$ cat config.mk
export PLATFORM = sky130hd
export DESIGN_NAME = fifo_burst_reader
export DESIGN_NICKNAME = d
export VERILOG_FILES = /design/src/rtl/fifo_burst_reader.sv
export SDC_FILE = /design/constraint.sdc
export NUM_CORES = 1
export LEC_CHECK = 0
export CAP_MARGIN = 40
export CORE_ASPECT_RATIO = 1.5
export CORE_MARGIN = 2
export CORE_UTILIZATION = 45
export CTS_BUF_LIST = sky130_fd_sc_hd__clkbuf_8
export DETAILED_ROUTE_END_ITERATION = 8
export PLACE_DENSITY = 0.84
export SYNTH_ARGS = -nofsm -noshare
export SYNTH_HDL_FRONTEND = slang
export SYNTH_SLANG_ARGS = --single-unit
$ cat constraint.sdc
create_clock -name clk -period 1.9 [get_ports clk]
set_input_delay 0.38 -clock clk [delete_from_list [all_inputs] [get_ports clk]]
set_output_delay 0.38 -clock clk [all_outputs]
set_load 0.01 [all_outputs]
$ cat src/rtl/fifo_burst_reader.sv
// Burst reader: pulls BURST_WORDS words from a non-showahead FIFO and
// serialises each word onto a byte link, lane 0 (bits 7:0) first.
module fifo_burst_reader #(
  parameter int DATA_W      = 16,
  parameter int USEDW_W     = 10,
  parameter int BURST_WORDS = 512,
  parameter int PAUSE_EN    = 1
) (
  input  logic               clk,
  input  logic               rst,
  input  logic [USEDW_W-1:0] fifo_usedw,
  input  logic               fifo_full,
  input  logic [DATA_W-1:0]  fifo_q,
  output logic               fifo_rdreq,
  input  logic               next_rx_rdy,
  output logic               this_rx_rdy,
  output logic [7:0]         byte_out,
  output logic               byte_valid,
  output logic               burst_active,
  output logic               burst_done
);
  localparam int LANES    = DATA_W / 8;
  localparam int PH_W     = (LANES > 1) ? $clog2(LANES) : 1;
  localparam int LEFT_W   = $clog2(LANES + 1);
  localparam int WCNT_W   = $clog2(BURST_WORDS + 1);
  localparam int LVL_W    = USEDW_W + 1;
  localparam logic [PH_W-1:0]   LAST_PH   = PH_W'(LANES - 1);
  localparam logic [LEFT_W-1:0] LANES_CNT = LEFT_W'(LANES);
  localparam logic [WCNT_W-1:0] BURST_CNT = WCNT_W'(BURST_WORDS);
  // One extra bit so a burst of exactly 2^USEDW_W words is only met by fifo_full.
  localparam logic [LVL_W-1:0]  BURST_LVL = LVL_W'(BURST_WORDS);

  localparam logic [1:0] S_IDLE  = 2'd0;
  localparam logic [1:0] S_READ  = 2'd1;
  localparam logic [1:0] S_PAUSE = 2'd2;
  localparam logic [1:0] S_DRAIN = 2'd3;

  logic [1:0]        state_q, state_d;
  logic [PH_W-1:0]   phase_q, phase_d;
  logic [WCNT_W-1:0] wcnt_q, wcnt_d;
  logic              rdreq_q, rdreq_d;
  logic              done_q, done_d;
  logic              vld_p1_q;
  logic [LEFT_W-1:0] left_q;
  logic [DATA_W-1:0] word_p2_q;
  logic              kbyte_rdy;

  assign kbyte_rdy   = ({1'b0, fifo_usedw} >= BURST_LVL) || fifo_full;
  assign this_rx_rdy = ({1'b0, fifo_usedw} <  BURST_LVL) && !fifo_full;

  always_comb begin
    state_d = state_q;
    phase_d = phase_q;
    wcnt_d  = wcnt_q;
    rdreq_d = 1'b0;
    done_d  = 1'b0;
    case (state_q)
      S_IDLE: begin
        // done_q blocks a back-to-back restart so IDLE lasts at least one cycle.
        if (kbyte_rdy && next_rx_rdy && !done_q) begin
          state_d = S_READ;
          phase_d = '0;
          rdreq_d = 1'b1;
          wcnt_d  = WCNT_W'(1);
        end
      end
      S_READ: begin
        if (phase_q == LAST_PH) begin
          if (wcnt_q == BURST_CNT) begin
            state_d = S_DRAIN;
          end else if ((PAUSE_EN != 0) && !next_rx_rdy) begin
            state_d = S_PAUSE;
          end else begin
            phase_d = '0;
            rdreq_d = 1'b1;
            wcnt_d  = wcnt_q + WCNT_W'(1);
          end
        end else begin
          phase_d = phase_q + PH_W'(1);
        end
      end
      S_PAUSE: begin
        if (next_rx_rdy) begin
          state_d = S_READ;
          phase_d = '0;
          rdreq_d = 1'b1;
          wcnt_d  = wcnt_q + WCNT_W'(1);
        end
      end
      S_DRAIN: begin
        if (!rdreq_q && !vld_p1_q && (left_q <= LEFT_W'(1))) begin
          state_d = S_IDLE;
          wcnt_d  = '0;
          done_d  = 1'b1;
        end
      end
      default: state_d = S_IDLE;
    endcase
  end

  // Stage p0 -> p1: read strobe issued, FIFO data arrives next cycle.
  always_ff @(posedge clk) begin
    if (rst) begin
      state_q  <= S_IDLE;
      phase_q  <= '0;
      wcnt_q   <= '0;
      rdreq_q  <= 1'b0;
      done_q   <= 1'b0;
      vld_p1_q <= 1'b0;
      left_q   <= '0;
    end else begin
      state_q  <= state_d;
      phase_q  <= phase_d;
      wcnt_q   <= wcnt_d;
      rdreq_q  <= rdreq_d;
      done_q   <= done_d;
      vld_p1_q <= rdreq_q;
      if (vld_p1_q) begin
        left_q <= LANES_CNT;
      end else if (left_q != '0) begin
        left_q <= left_q - LEFT_W'(1);
      end
    end
  end

  // Stage p1 -> p2: word captured, then shifted down one byte per cycle.
  always_ff @(posedge clk) begin
    if (vld_p1_q) begin
      word_p2_q <= fifo_q;
    end else begin
      word_p2_q <= word_p2_q >> 8;
    end
  end

  assign fifo_rdreq   = rdreq_q;
  assign byte_valid   = (left_q != '0);
  assign byte_out     = byte_valid ? word_p2_q[7:0] : 8'h00;
  assign burst_active = (state_q != S_IDLE);
  assign burst_done   = done_q;

endmodule

**Word level (Yosys, flattened, before mapping)**

Index checks and enable logic that the tools add are counted.

- Add/subtract/negate cells: 3
- Magnitude comparators: 3
- Equality and inequality tests: 10
- Mux-type cells: 29
- Bitwise operators: 1
- Reductions and logical operators: 20

Operator list:

| operator | number |
|---|---|
| 2-to-1 mux 10 bit | 5 |
| one-hot mux 10 bit (4 select lines) | 1 |
| 2-to-1 mux 2 bit | 8 |
| 2-to-1 mux 8 bit | 2 |
| adder 10 x 1 -> 10 bit, second input constant | 1 |
| equality test 10 bit, second input constant | 1 |
| >= comparator 10 bit, second input constant | 1 |
| less-than comparator 10 bit, second input constant | 1 |
| 2-to-1 mux 1 bit | 10 |
| inequality test 2 bit, second input constant | 5 |
| one-hot mux 2 bit (4 select lines) | 1 |
| one-hot mux 1 bit (3 select lines) | 2 |
| nonzero test 2 bit | 3 |
| logical AND 1 bit | 5 |
| AND reduction 5 bit | 1 |
| equality test 2 bit, second input constant | 2 |
| zero test 1 bit | 4 |
| AND reduction 4 bit | 1 |
| OR reduction 2 bit | 2 |
| inequality test 3 bit, second input constant | 1 |
| AND reduction 3 bit | 1 |
| nonzero test 3 bit | 1 |
| equality test 2 x 1 -> 1 bit, second input constant | 1 |
| <= comparator 2 x 1 -> 1 bit, second input constant | 1 |
| 5 further kinds | 5 |

- Register bits: 34
- Output and inout port bits: 13
- Word-level logic and storage cells: 76

**Depth between registers and ports, before layout**

- Depth in word-level cells: 6
- Depth in mapped cells: 7

**Least setup slack after synthesis**

No wires, ideal clock.

- Path type: flip-flop to flip-flop
- From: reg state_q[0]
- To: reg wcnt_q[1]
- Data arrival time: 1.766 ns
- Required time: 1.829 ns
- Path slack: 0.064 ns
- Cell stages (with the launch flop): 6
- Path buffers: 0
- Clock period less this slack: 1.836 ns
- Path through: dfxtp_1 -> inv_1 -> ha_1 -> o221a_4 -> or4_1 -> a21oi_1

- Word-level cells in the longest chain between the ends: 3
- Elaborated cells between the ends (all ways): 10
- Classes of those cells: eq/ne: 7; mux: 1; reduce/logical: 2

RTL lines:

| item | RTL line | source |
|---|---|---|
| start: declaration | 38 | `logic [1:0] state_q, state_d;` |
| start signal: assignment | 112 | `state_q <= state_d;` |
| equality test 2 x 1 -> 1 bit, or another cell as far along | 57 | `case (state_q)` |
| inequality test 2 bit (no source line) | -- |  |
| AND reduction 4 bit (no source line) | -- |  |
| end signal: assignment | 114 | `wcnt_q <= wcnt_d;` |
| end: declaration | 40 | `logic [WCNT_W-1:0] wcnt_q, wcnt_d;` |

Several ways; a longest one is shown, not always the timed one.
A chain may end at the register's enable or synchronous reset.

**Worst setup path after layout**

- From: reg left_q[0]
- To: out byte_out[6]

- Word-level cells in the longest chain between the ends: 2

RTL lines:

| item | RTL line | source |
|---|---|---|
| start: declaration | 44 | `logic [LEFT_W-1:0] left_q;` |
| start signal: assignment | 121 | `left_q <= left_q - LEFT_W'(1);` |
| nonzero test 2 bit | 136 | `assign byte_valid = (left_q != '0);` |
| 2-to-1 mux 8 bit | 137 | `assign byte_out = byte_valid ? word_p2_q[7:0] : 8'h00;` |
| end: declaration | 17 | `output logic [7:0] byte_out,` |

Every way passes these cells.

==> results.cfg <==
[run_status]
outcome = completed

[timing]
slew_viol_final = 0
hold_viol = 0
rsz0062_at_grt = no
relSlewSlack = 0.7096
setup_viol = 0
layout_setup_ws_ns = 0.06460
fmax_mhz = 544.8
worstMarginPinSlew_ns = 0.4355
fin_crit_sh = 0.9660
fin_crit_ns = 1.835
clock_skew_ns = 0.002976

[worst_setup_path]
cp_max_fo = 9
start_kind = flip-flop
required_ns = 1.52
worst_setup_path_end_kind = output pin
cp.arrival_ns = 1.46
crit_type = reg2out

[floorplan]
coreArea_um2 = 3615
rows = 27
pin_count = 43
die_w_um = 53.95
die_area_um2 = 4258
initial_utilization = 0.4659
die_y_um = 78.93

[yosys]
netlist_instances = 179
async_flop_share = 0
syn_area_per_cell_um2 = 9.408
yosysWarnings = 0
synth_nets = 216
ys.flop_type = dfxtp_1
synth_area_leader_cell = dfxtp_1
syn_area_um2 = 1684
yosysTopAreaCellShare = 0.4042
synthTopCellsByArea = dfxtp_1 (40%), mux2_2 (5.3%), ha_1 (5.2%)
synth_edf_count = 0
ys_seq_area_frac = 0.4042
synth_cell_types = 47
synth_seq_cells = 34

[route]
drc = 0
vias_per_cell = 5.832
vias = 1598
drt_wl_total_mm = 4.051
ant_nets = 0
drt_iter0_drc = 42
post_drt_wl_per_cell_um = 14.78
drt-pass1-iter-count = 4

[clock_tree]
ctsLongestPathBuffers = 2
holdBufCountCts = 0
cts.sinks = 34
cts_setup_buffers = 0
cts_tree = done
cts_buffers = 5
clk_pin_slew_ns = 0.07
clkLatencyLatePin_ns = 0.29
cts.htree.levels = 2
cts-root-buf = clkbuf_8
ctsResizeCount = 7

[global_route]
grt_overflow_total = 0
grt_antenna_before_repair = 0
grt_pass1_vias = 1632
grt_max_degree = 20
grt.total_usage = 0.2145
grt_pass1_wl_mm = 6.810

[placement]
hpwl_mm = 2.980
portBuffers = 33
gp_congestion = 0.9140
place_ws_ns = -0.08996

[flow_run]
cap_violations = 0

[hold_path]
hp-class = reg2reg

[layout]
mostFrequentLayoutCells = dfxtp_1 (33), clkdlybuf4s50_1 (30), buf_4 (19)
mostFrequentLayoutCell = dfxtp_1
drive_gt1_frac = 0.2078
nets = 267
areaGrowthSynthToFinish_pct = 36.70
fillCellCount = 284
antenna_cells = 0

[pwr]
power.total_mw = 2.391
cellLeakagePower_nw = 0.8986
ir_drop_uv = 1025
powerDensity_nw_per_um2 = 1039
==> layout make-up <==
type | instances | area, µm² | area share
inverter | 11 | 41.29 | 0.01793
tap | 43 | 53.80 | 0.02337
multi-input combinational | 126 | 942.2 | 0.4092
timing repair buffer | 52 | 473.0 | 0.2054
clock inverter | 3 | 41.29 | 0.01793
clock buffer | 5 | 68.82 | 0.02989
sequential | 34 | 681.9 | 0.2962
==> metrics by stage <==
step           hold WS [ns]  TNS [ns]  cell area, µm²  utilization  instances
2_1_floorplan        0.4244         0            1684            -        179
3_3_place_gp         0.4352   -0.1808            2171       0.6006        266
3_5_place_dp         0.4470   -0.1906            2171       0.6006        266
4_1_cts              0.4633         0            2292       0.6341        274
5_1_grt              0.4771         0            2302       0.6369        274
6_report             0.4556         0            2302       0.6369        274
==> report_power, final <==
group / internal (mW) / switching (mW)
Sequential: 0.781 / 0.0391
Combinational: 0.439 / 0.480
Clock: 0.386 / 0.267
==> registers in the layout, indices dropped and copies added (netlist names) <==
name / cells
burst_done: 1
state_q: 2
word_p2_q: 16
phase_q: 1
fifo_rdreq: 1
vld_p1_q: 1
left_q: 2
wcnt_q: 10
==> Yosys cell counts, types with 4 or more instances <==
cell	number
inv_1	10
nor3_1	4
and2_1	11
mux2_2	8
nand4_1	8
nand3_1	4
nor2_1	9
o32ai_1	4
nor2b_1	12
clkbuf_1	5
ha_1	7
a21oi_1	4
dfxtp_1	34
nand2_1	9
==> logic make-up (layout without fill, tap and decap cells) <==
| kind of cell | Yosys count | in the layout | share of synthesized area |
|---|---|---|---|
| multiplexers | 9 | 9 | 0.05944 |
| AO/OA/AOI/OAI | 37 | 37 | 0.1813 |
| adder cells (fa/ha/maj) | 7 | 7 | 0.05200 |
| AND/OR/NAND/NOR | 73 | 73 | 0.2548 |
| flip-flops | 34 | 34 | 0.4042 |
| buffers and inverters | 19 | 71 | 0.04829 |
==> layer usage <==
| layer | track usage | part of all wire | up-vias |
|---|---|---|---|
| met5 | 0 | 0 | - |
| met4 | 0.1256 | 0.035 | 0 |
| met3 | 0.05639 | 0.054 | 13 |
| met2 | 0.3780 | 0.55 | 59 |
| met1 | 0.2131 | 0.36 | 757 |
| li1 | - | - | 769 |
==> final timing paths <==
check	depth (start not counted)	from	endpoint	slack, ns
max reg2reg	5	state_q[1]	wcnt_q[1]	0.10
min	1	word_p2_q[8]	word_p2_q[0]	0.46
min reg2reg	1	word_p2_q[8]	word_p2_q[0]	0.46
max	3	left_q[0]	byte_out[6]	0.06
==> worst max-delay path, cell delays in order, from the launching register on <==
cell and delay, ns:
dfxtp_1 0.40, nor2_4 0.09, nor2b_1 0.13, clkdlybuf4s50_1 0.55
Note: power is estimated with default switching activity, not from simulation.
